File: src/rtl/startup_seq_pkg.sv
// rtl/startup_seq_pkg.sv - shared state and mode encodings for the startup edge sequencer
package startup_seq_pkg;

    typedef enum logic [1:0] {
        ST_ARMED = 2'd0,
        ST_RUN   = 2'd1,
        ST_DONE  = 2'd2
    } state_e;

    localparam logic MODE_LEVEL = 1'b0;
    localparam logic MODE_PULSE = 1'b1;

endpackage

File: src/rtl/startup_seq_chan.sv
// rtl/startup_seq_chan.sv - one sequenced output: set on its start count, optional clear after the pulse
module startup_seq_chan (
    input  logic clk,
    input  logic rst_n,
    input  logic en,
    input  logic rearm,
    input  logic hit_set,
    input  logic hit_clr,
    input  logic pulse_mode,
    output logic ch
);

    logic ch_q, ch_d;

    always_comb begin
        ch_d = ch_q;
        if (rearm) begin
            ch_d = 1'b0;
        end else if (en) begin
            if (hit_set) begin
                ch_d = 1'b1;
            end else if (hit_clr && pulse_mode) begin
                ch_d = 1'b0;
            end
        end
    end

    always_ff @(posedge clk or negedge rst_n) begin
        if (!rst_n) begin
            ch_q <= 1'b0;
        end else begin
            ch_q <= ch_d;
        end
    end

    assign ch = ch_q;

endmodule

File: src/rtl/startup_edge_seq.sv
// rtl/startup_edge_seq.sv - counter-driven staggered release of CHANNELS outputs after reset
module startup_edge_seq
    import startup_seq_pkg::*;
#(
    parameter int CHANNELS  = 4,
    parameter int CNT_W     = 8,
    parameter int BASE      = 2,
    parameter int STEP      = 3,
    parameter int PULSE_LEN = 2
) (
    input  logic                clk,
    input  logic                rst_n,
    input  logic                en,
    input  logic                rearm,
    input  logic                mode,
    output logic [CHANNELS-1:0] ch,
    output logic                done,
    output logic                busy,
    output logic [CNT_W-1:0]    count
);

    localparam int END_CNT = BASE + (CHANNELS - 1) * STEP + PULSE_LEN;
    localparam logic [CNT_W-1:0] END_C = CNT_W'(END_CNT);

    if (END_CNT >= (1 << CNT_W) || PULSE_LEN < 1 || STEP < 1 ||
        CHANNELS < 1 || CHANNELS > 16) begin : g_param_check
        $error("startup_edge_seq: illegal parameter combination");
    end

    state_e           state_q, state_d;
    logic [CNT_W-1:0] count_q, count_d;
    logic             mode_q, mode_d;
    logic             run_edge;

    always_comb begin
        state_d = state_q;
        count_d = count_q;
        mode_d  = mode_q;
        if (rearm) begin
            state_d = ST_ARMED;
            count_d = '0;
        end else if (en) begin
            case (state_q)
                ST_ARMED: begin
                    mode_d  = mode;
                    state_d = ST_RUN;
                end
                ST_RUN: begin
                    // Final count is held, so the counter saturates at END.
                    if (count_q == END_C) begin
                        state_d = ST_DONE;
                    end else begin
                        count_d = count_q + 1'b1;
                    end
                end
                ST_DONE: ;
                default: state_d = ST_ARMED;
            endcase
        end
    end

    always_ff @(posedge clk or negedge rst_n) begin
        if (!rst_n) begin
            state_q <= ST_ARMED;
            count_q <= '0;
            mode_q  <= MODE_LEVEL;
        end else begin
            state_q <= state_d;
            count_q <= count_d;
            mode_q  <= mode_d;
        end
    end

    assign run_edge = en && (state_q == ST_RUN);

    for (genvar k = 0; k < CHANNELS; k++) begin : g_chan
        localparam logic [CNT_W-1:0] T_SET = CNT_W'(BASE + k * STEP);
        localparam logic [CNT_W-1:0] T_CLR = CNT_W'(BASE + k * STEP + PULSE_LEN);

        startup_seq_chan u_chan (
            .clk        (clk),
            .rst_n      (rst_n),
            .en         (run_edge),
            .rearm      (rearm),
            .hit_set    (count_q == T_SET),
            .hit_clr    (count_q == T_CLR),
            .pulse_mode (mode_q == MODE_PULSE),
            .ch         (ch[k])
        );
    end

    assign done  = (state_q == ST_DONE);
    assign busy  = (state_q == ST_RUN);
    assign count = count_q;

endmodule

File: config.mk
export PLATFORM = sky130hd
export DESIGN_NAME = startup_edge_seq
export DESIGN_NICKNAME = d
export VERILOG_FILES = /design/src/rtl/startup_seq_pkg.sv /design/src/rtl/startup_seq_chan.sv /design/src/rtl/startup_edge_seq.sv
export SDC_FILE = /design/constraint.sdc
export NUM_CORES = 1
export LEC_CHECK = 0
export BUFFER_PORTS_ARGS = -buffer_cell sky130_fd_sc_hd__buf_4
export CORE_ASPECT_RATIO = 0.8
export CORE_UTILIZATION = 40
export CTS_CLUSTER_DIAMETER = 120
export DETAILED_ROUTE_END_ITERATION = 8
export GPL_TIMING_DRIVEN = 0
export SYNTH_ARGS = -nofsm -noshare
export SYNTH_HDL_FRONTEND = slang
export SYNTH_SLANG_ARGS = --single-unit
File: constraint.sdc
create_clock -name clk -period 2.2 [get_ports clk]
set_input_delay 0 -clock clk [delete_from_list [all_inputs] [get_ports clk]]
set_output_delay 0 -clock clk [all_outputs]
set_load 0.05 [all_outputs]
==> results.yml, run 1 <==
yosys:
  yosysWarnings: 0
  synth_area_um2: 923.4
  ys_seq_area_share_pct: 40.65
  yosysTopAreaCell: "dfrtp_1"
  synth_area_leaders: "dfrtp_1, ha_1, nand3_1"
  async_flop_share_pct: 100.0
  synth_nets: 109
  synth_flop_cell: "dfrtp_1"
  avgSynthCellArea_um2: 9.234
  synth-edff-count: 0
  yosysMostFrequentCell: "dfrtp_1"
  syn-instance-count: 100
  synth_top_cell_area_share_pct: 40.65
  yosysUniqueCellTypes: 35
  synthTopCellsByCount: "dfrtp_1, nor2_1, inv_1"
  ys_ff_latch: 15
setup_path:
  reg2reg_from: "count[4]"
  critPathLaunchType: "flop"
  cp_slowest_cell: "dfrtp_1"
  critPathArrivalTime_ns: 2.08
  rr_worst_depth: 5
  end_kind: "flop"
  crit_start: "count[4]"
  crit_buf_inv: 1
  crit_family: "compound AO/OA/AOI/OAI gates"
  cp.depth: 5
  r2r-end: "g_chan[1].u_chan.ch"
  slowest_delay_ns: 0.45
  crit_chain: "or3_1 > buf_6 > a2111oi_4 > a31oi_1 > a311oi_1"
  r2r_setup_slack_ns: 0.31
  crit_fanout: 7
  worstSetupPathType: "flop to flop"
  worstPathRequired_ns: 2.39
placement:
  place_congestion: 0.7909
  portBuffers: 17
  hpwl_mm: 1.418
  post-place-cells: 142
floorplanning:
  start_util_pct: 42.78
  dieArea_mm2: 0.002506
  die_h_um: 44.98
  fp.coreArea_mm2: 0.002158
  die_w_um: 55.72
  num_rows: 15
  io_pins: 19
hold_path:
  hp-start: "en"
  hold_path.class: "input port to flop"
  whs_path_depth: 3
  whs_endpoint: "state_q[0]"
cells_and_area:
  drive_above_1_share_pct: 25.20
  fin_cells: 148
  layout.nets: 133
  n_antenna_cell: 0
  syn2layout_area_growth_pct: 22.22
power_and_ir_drop:
  peakVddDrop_mv: 0.3952
  power_density_mw_per_mm2: 487.4
  power.leakage_nw: 0.5235
  totalPowerFinal_uw: 550.0
timing:
  skew_ns: 0.004325
  finalSetupViolCount: 0
  worst_pin_slew_ns: 0.4710
  rsz0062_at_grt: "no"
  period_minus_slack_ns: 1.886
  final_hold_viol_count: 0
  drv_slew: 0
  fmax_mhz: 530.3
  period_share_pct: 85.72
  relSlewSlack_pct: 68.60
  tns_ns: 0
flow_run:
  max_cap_violations: 0
clock_network:
  clk_pin_slew_ns: 0.09
  clkLatencyLatePin_ns: 0.29
  numClockSinks: 15
  cts.path.max_buffers: 2
  cts-htree-levels: 1
  cts_tree: "built"
  cts_buffers: 3
  cts_root_buf: "clkbuf_4"
  post_cts_resized: 0
grt:
  grt_overflow: 0
  track_usage_pct: 17.16
  grt_pass1_vias: 675
  grt_max_degree: 16
  antenna_found_initial: 0
  grt_pass1_wl_mm: 3.208
drt:
  drt_iter0_drc: 17
  totalWireLength_mm: 1.967
  via_per_inst: 5.291
  wl_per_cell_um: 13.29
  dr.pass1.iters: 4
  ant_nets: 0
  drc: 0
  vias: 783
status:
  outcome: "finished, final reports clean"
==> logic make-up after synthesis <==
family | share of synthesized area (%)
xor+xnor | 1.897
buf+inv | 10.03
fa+ha+maj | 5.420
flops | 40.65
mux | 4.607
simple gates | 21.68
compound gates | 15.72
==> placed cells by master (no fill, tap or decap), types with 3 or more instances in the layout <==
| cell | instances |
|---|---|
| clkbuf_4 | 3 |
| a21oi_1 | 4 |
| a31oi_1 | 3 |
| nor4_1 | 3 |
| nand3_1 | 7 |
| ha_1 | 4 |
| inv_1 | 8 |
| nor2b_1 | 4 |
| dfrtp_1 | 15 |
| buf_4 | 21 |
| nor2_1 | 9 |
| nand2_1 | 5 |
| clkbuf_1 | 4 |
==> how the worst max path moves through the flow <==
stage | end | slack [ns]
after global placement | g_chan[1].u_chan.ch | 0.34
after floorplan | g_chan[1].u_chan.ch | 0.27
after global routing | g_chan[1].u_chan.ch | 0.23
after CTS | g_chan[1].u_chan.ch | 0.32
after detailed placement | g_chan[1].u_chan.ch | 0.36
final | g_chan[1].u_chan.ch | 0.31
==> where the power goes <==
group	switching, mW	internal (mW)
combinational	0.0535	0.0362
clock	0.0933	0.0705
sequential	0.0119	0.284
==> area by class of cell <==
| cell class | instances | area [um2] |
|---|---|---|
| fillers | 217 | 1030 |
| multi-input cells | 67 | 455.4 |
| flip-flops and latches | 15 | 375.4 |
| repair buffers | 19 | 147.6 |
| plain buffers | 10 | 62.56 |
| well taps | 25 | 31.28 |
| inverters | 8 | 30.03 |
| clock buffers | 4 | 26.28 |
==> per-layer routing <==
metal / global-route usage, % / part of all wire [%]
met5: 0 / 0
met3: 6.017 / 4.3
met2: 24.58 / 44
met4: 3.000 / 0.76
met1: 25.23 / 51
==> repair_timing <==
item	in CTS	in global routing
setup endpoints to repair	0	0
hold buffers	2	0
setup buffers	0	0
hold endpoints to repair	16	0
==> metrics by stage <==
stage	setup WS, ns	utilization, %	cell area, um2	hold WS [ns]
floorplan	0.2652	-	923.4	-0.2956
global placement	0.3425	50.14	1082	-0.1313
detailed placement	0.3591	50.14	1082	-0.1310
CTS	0.3225	52.29	1129	0.08945
global route	0.2283	52.29	1129	0.1022
finish	0.3142	52.29	1129	0.08684
==> worst reg2reg max path, cell delays in order (launching register included) <==
cell       delay, ns
dfrtp_1         0.45
or3_1           0.40
buf_6           0.15
a2111oi_4       0.39
a31oi_1         0.13
a311oi_1        0.26
==> registers in the layout, indices dropped and copies added, names as in the netlist <==
register,cells
count,8
g_chan.u_chan.ch,4
mode_q,1
state_q,2
(Power assumes the default switching activity.)
==> run 2: changes to the inputs <==
--- a/config.mk
+++ b/config.mk
@@ -6,11 +6,14 @@
 export NUM_CORES = 1
 export LEC_CHECK = 0
 export BUFFER_PORTS_ARGS = -buffer_cell sky130_fd_sc_hd__buf_4
+export CELL_PAD_IN_SITES_DETAIL_PLACEMENT = 1
+export CELL_PAD_IN_SITES_GLOBAL_PLACEMENT = 1
 export CORE_ASPECT_RATIO = 0.8
 export CORE_UTILIZATION = 40
 export CTS_CLUSTER_DIAMETER = 120
 export DETAILED_ROUTE_END_ITERATION = 8
 export GPL_TIMING_DRIVEN = 0
+export PLACE_DENSITY_LB_ADDON = 0.1
 export SYNTH_ARGS = -nofsm -noshare
 export SYNTH_HDL_FRONTEND = slang
 export SYNTH_SLANG_ARGS = --single-unit
==> constraint.sdc (replaced) <==
create_clock -name clk -period 2.2 [get_ports clk]
set_input_delay 0.33 -clock clk [delete_from_list [all_inputs] [get_ports clk]]
set_output_delay 0.33 -clock clk [all_outputs]
set_load 0.05 [all_outputs]
==> run 2 against run 1 <==
Die area stayed put. Setup slack worse by 0.046 ns. Sequential share of layout area is 0.30 points higher. Clock-buffer cell count stayed put. Flip-flop and latch count stayed put. Maximum frequency is 2.4% lower. Combinational power is 2% higher. Clock power hardly changed. Cell count is 0.68% lower. Critical endpoint unchanged. Largest cell class unchanged.
==> results.yml, run 2 (synthesis gave the netlist of run 1 again) <==
status:
  outcome: "finished, final reports clean"
drt:
  vias: 837
  via_per_inst: 5.694
  ant_nets: 0
  dr.pass1.iters: 4
  drc: 0
  drt_iter0_drc: 10
  wl_per_cell_um: 15.61
  totalWireLength_mm: 2.294
clock_network:
  cts-htree-levels: 1
  cts_buffers: 3
  clkLatencyLatePin_ns: 0.29
  cts.path.max_buffers: 2
  cts_tree: "built"
  post_cts_resized: 0
  numClockSinks: 15
  clk_pin_slew_ns: 0.09
  cts_setup_buffers: 0
  cts_root_buf: "clkbuf_4"
grt:
  grt_pass1_wl_mm: 3.753
  antenna_found_initial: 0
  grt_overflow: 0
  track_usage_pct: 20.38
  grt_max_degree: 16
  grt_pass1_vias: 820
floorplanning:
  dieArea_mm2: 0.002506
  die_h_um: 44.98
  die_w_um: 55.72
  num_rows: 15
  start_util_pct: 42.78
  io_pins: 19
  fp.coreArea_mm2: 0.002158
timing:
  period_minus_slack_ns: 1.932
  worst_pin_slew_ns: 0.5301
  period_share_pct: 87.80
  finalSetupViolCount: 0
  drv_slew: 0
  relSlewSlack_pct: 64.33
  final_hold_viol_count: 0
  tns_ns: 0
  fmax_mhz: 517.7
  rsz0062_at_grt: "no"
  skew_ns: 0.005681
placement:
  place_congestion: 0.7837
  portBuffers: 17
  post-place-cells: 142
  hpwl_mm: 1.693
setup_path:
  critPathArrivalTime_ns: 2.13
  cp_slowest_cell: "dfrtp_1"
  crit_family: "compound AO/OA/AOI/OAI gates"
  worstPathRequired_ns: 2.40
  slowest_delay_ns: 0.46
  crit_buf_inv: 1
  critPathLaunchType: "flop"
  end_kind: "flop"
  crit_chain: "or3_1 > buf_6 > a2111oi_4 > a31oi_1 > a311oi_1"
  worstSetupPathType: "flop to flop"
  crit_fanout: 7
cells_and_area:
  largest_reg_flops: 8
  n_antenna_cell: 0
  final_common_cell: "buf_4"
  layout.nets: 132
  fillerInstances: 270
  syn2layout_area_growth_pct: 21.14
  drive_above_1_share_pct: 25.41
  fin_cells: 147
  layout_common_cells: "buf_4, dfrtp_1, nor2_1, inv_1, nand3_1"
  regArea_um2: 375.4
  multi_input_area_um2: 455.4
power_and_ir_drop:
  swShare_pct: 29.12
  sequentialPowerShare_pct: 53.9
  intPower_uw: 390.4
  clockPowerShare_pct: 29.5
  power_density_mw_per_mm2: 492.4
  power.leakage_nw: 0.5193
  p_switching_uw: 160.4
  comb_power_share_pct: 16.6
  peakVddDrop_mv: 0.2832
hold_path:
  hold_path.class: "input port to flop"
flow_run:
  max_cap_violations: 0
-- run 2: cell count changes in the layout (fill, tap and decap cells not counted), sizes merged --
cell         change
dlygate4sd3      -1
-- run 2: final timing paths --
| check | slack (ns) | from | depth (start not counted) | endpoint |
|---|---|---|---|---|
| worst max-delay path | 0.27 | count[4] | 5 | g_chan[1].u_chan.ch |
| worst min-delay path | 0.27 | mode | 2 | mode_q |
| worst max register to register | 0.27 | count[4] | 5 | g_chan[1].u_chan.ch |
| worst min register to register | 0.57 | g_chan[3].u_chan.ch | 2 | g_chan[3].u_chan.ch |
| max in group asynchronous | 1.60 | rst_n | 2 | count[5] |
| min in group asynchronous | 0.42 | rst_n | 2 | count[2] |
-- run 2: timing repair --
item	in CTS	in global routing
hold buffers	1	0
hold endpoints to repair	15	0
endpoints found under the setup margin	0	0
-- run 2: per-stage QoR --
| stage | hold WS (ns) | power, mW | utilization, % | setup slack (ns) | cell area [um2] |
|---|---|---|---|---|---|
| floorplan | 0.03441 | 0.3605 | - | 0.2652 | 923.4 |
| detailed placement | 0.1989 | 0.3934 | 50.14 | 0.3023 | 1082 |
| CTS | 0.2635 | 0.5564 | 51.83 | 0.2672 | 1119 |
| global placement | 0.1965 | 0.3902 | 50.14 | 0.3391 | 1082 |
| global route | 0.2614 | 0.5770 | 51.83 | 0.1910 | 1119 |
| finish | 0.2695 | 0.5508 | 51.83 | 0.2685 | 1119 |
-- run 2: worst register-to-register path, delay by kind of cell, from the launching register on --
| kind | cells | cell delay [ns] |
|---|---|---|
| AO/OA/AOI/OAI | 3 | 0.82 |
| flip-flops | 1 | 0.46 |
| AND/OR/NAND/NOR | 1 | 0.41 |
| buffers and inverters | 1 | 0.15 |
-- run 2: power groups by stage --
stage	sequential [mW]	clock, mW	combinational [mW]
floorplan	0.305	0	0.0553
global placement	0.302	0	0.0884
detailed placement	0.303	0	0.0907
CTS	0.297	0.166	0.0930
global route	0.299	0.178	0.0993
finish	0.297	0.162	0.0915
-- run 2: metal layers --
layer  part of all wire [%]  GRT usage (%)
met1                     45          25.00
met2                     47          34.22
met3                    4.8          6.017
met4                    2.3          9.000
met5                      0              0
-- run 2: final cells by class --
class                      instances  share of cell area, %
multi-input combinational         67                  40.72
timing repair buffer              18                  12.30
buffer                            10                  5.593
clock buffer                       4                  2.349
inverter                           8                  2.685
sequential                        15                  33.56
tap                               25                  2.796
==> run 3: changes to the inputs <==
--- a/config.mk
+++ b/config.mk
@@ -14,6 +14,7 @@
 export DETAILED_ROUTE_END_ITERATION = 8
 export GPL_TIMING_DRIVEN = 0
 export PLACE_DENSITY_LB_ADDON = 0.1
+export REMOVE_ABC_BUFFERS = 1
 export SYNTH_ARGS = -nofsm -noshare
 export SYNTH_HDL_FRONTEND = slang
 export SYNTH_SLANG_ARGS = --single-unit
==> run 3 against run 2 <==
Non-clock buffer count fell by 9. Clock skew fell by 0.0048 ns. Sequential power barely moved. Cell count fell by 6.1%. Global-route usage fell by 1.0 points. Flip-flop and latch count did not move. Clock power barely moved. Cell area fell by 4.9%. Die area did not move. Worst hold slack got worse by 0.0085 ns. Power fell by 0.43%. Critical path type unchanged. Critical endpoint unchanged. Highest routed layer unchanged.
==> results.yml, run 3 (synthesis gave the netlist of run 1 again) <==
timing:
  fmax_mhz: 518.3
  drv_slew: 0
  relSlewSlack_pct: 64.33
  skew_ns: 0.0008816
  tns_ns: 0
  layout_setup_ws_ns: 0.2706
  worst_pin_slew_ns: 0.5302
  finalSetupViolCount: 0
  final_hold_viol_count: 0
  rsz0062_at_grt: "no"
  period_share_pct: 87.70
  period_minus_slack_ns: 1.929
cells_and_area:
  layout.nets: 123
  fillerInstances: 250
  layout_common_cells: "buf_4, dfrtp_1, nor2_1, inv_1, nand3_1"
  multi_input_area_um2: 455.4
  syn2layout_area_growth_pct: 15.18
  regArea_um2: 375.4
  n_antenna_cell: 0
  final_common_cell: "buf_4"
  largest_reg_flops: 8
  drive_above_1_share_pct: 22.12
setup_path:
  critPathLaunchType: "flop"
  worstPathRequired_ns: 2.39
  rr_worst_depth: 4
  worstSetupPathType: "flop to flop"
  critPathArrivalTime_ns: 2.12
  crit_fanout: 7
  end_kind: "flop"
hold_path:
  whs_path_depth: 2
  hold_path.class: "input port to flop"
power_and_ir_drop:
  power_density_mw_per_mm2: 515.7
  peakVddDrop_mv: 0.3484
  power.leakage_nw: 0.4821
  totalPowerFinal_uw: 548.4
clock_network:
  cts_root_buf: "clkbuf_4"
  cts_buffers: 3
  numClockSinks: 15
  cts_tree: "built"
  cts.path.max_buffers: 2
  cts_setup_buffers: 0
  cts-htree-levels: 1
  clkLatencyLatePin_ns: 0.29
  clk_pin_slew_ns: 0.09
grt:
  grt_pass1_vias: 773
  grt_pass1_wl_mm: 3.581
  antenna_found_initial: 0
  grt_max_degree: 18
  track_usage_pct: 19.38
  grt_overflow: 0
floorplanning:
  num_rows: 15
  die_w_um: 55.72
  fp.coreArea_mm2: 0.002158
  die_h_um: 44.98
  start_util_pct: 42.78
  dieArea_mm2: 0.002506
  io_pins: 19
status:
  outcome: "finished, final reports clean"
drt:
  ant_nets: 0
  dr.pass1.iters: 4
  via_per_inst: 5.406
  drt_iter0_drc: 7
  wl_per_cell_um: 15.03
  drc: 0
  vias: 746
  totalWireLength_mm: 2.074
placement:
  hpwl_mm: 1.491
  place_congestion: 0.7670
  post-place-ws_ns: 0.3226
  portBuffers: 18
flow_run:
  max_cap_violations: 0
==> run 3: power breakdown <==
| group | total [mW] | internal (mW) | leakage (nW) | switching, mW |
|---|---|---|---|---|
| Clock | 0.165 | 0.0707 | 0.0150 | 0.0942 |
| Combinational | 0.0869 | 0.0326 | 0.262 | 0.0544 |
| Sequential | 0.297 | 0.284 | 0.205 | 0.0121 |
| Total | 0.548 | 0.388 | 0.482 | 0.161 |
==> run 3: cell type report <==
cell class	instances	area share [%]
Tap cell	25	2.941
Timing Repair Buffer	19	13.65
Sequential cell	15	35.29
Clock buffer	4	2.471
Inverter	8	2.824
Multi-Input combinational cell	67	42.82
==> run 3: critical path, cell delays in order (launching register included) <==
cell and delay, ns:
dfrtp_1 0.43, or3_1 0.53, a2111oi_4 0.42, a31oi_1 0.13
a311oi_1 0.30
==> run 3: worst paths after layout <==
check                                    startpoint                   to  slack, ns
min in group asynchronous                     rst_n           state_q[1]       0.42
worst max-delay path                       count[4]  g_chan[1].u_chan.ch       0.27
worst min register to register  g_chan[3].u_chan.ch  g_chan[3].u_chan.ch       0.56
worst max register to register             count[4]  g_chan[1].u_chan.ch       0.27
worst min-delay path                           mode               mode_q       0.26
max in group asynchronous                     rst_n               mode_q       1.59
==> run 3: what timing repair did <==
item,in CTS,in global routing
hold endpoints to repair,15,0
hold buffers,1,0
gates resized for setup,0,0
==> run 3: routing by layer <==
layer / global-route usage, % / wire length [um] / vias to the layer above
li1: - / - / 374
met2: 31.08 / 926 / 14
met4: 10.50 / 43 / 0
met5: 0 / 0 / -
met1: 23.92 / 1012 / 352
met3: 6.017 / 92 / 6
==> run 3: per-stage QoR <==
stage / hold WS (ns) / util, % / std cells / area, um2
finish: 0.2610 / 49.28 / 138 / 1064
floorplan: 0.03441 / - / 90 / 860.8
global placement: 0.1978 / 47.59 / 133 / 1027
global route: 0.2581 / 49.28 / 138 / 1064
CTS: 0.2538 / 49.28 / 138 / 1064
detailed placement: 0.1999 / 47.59 / 133 / 1027
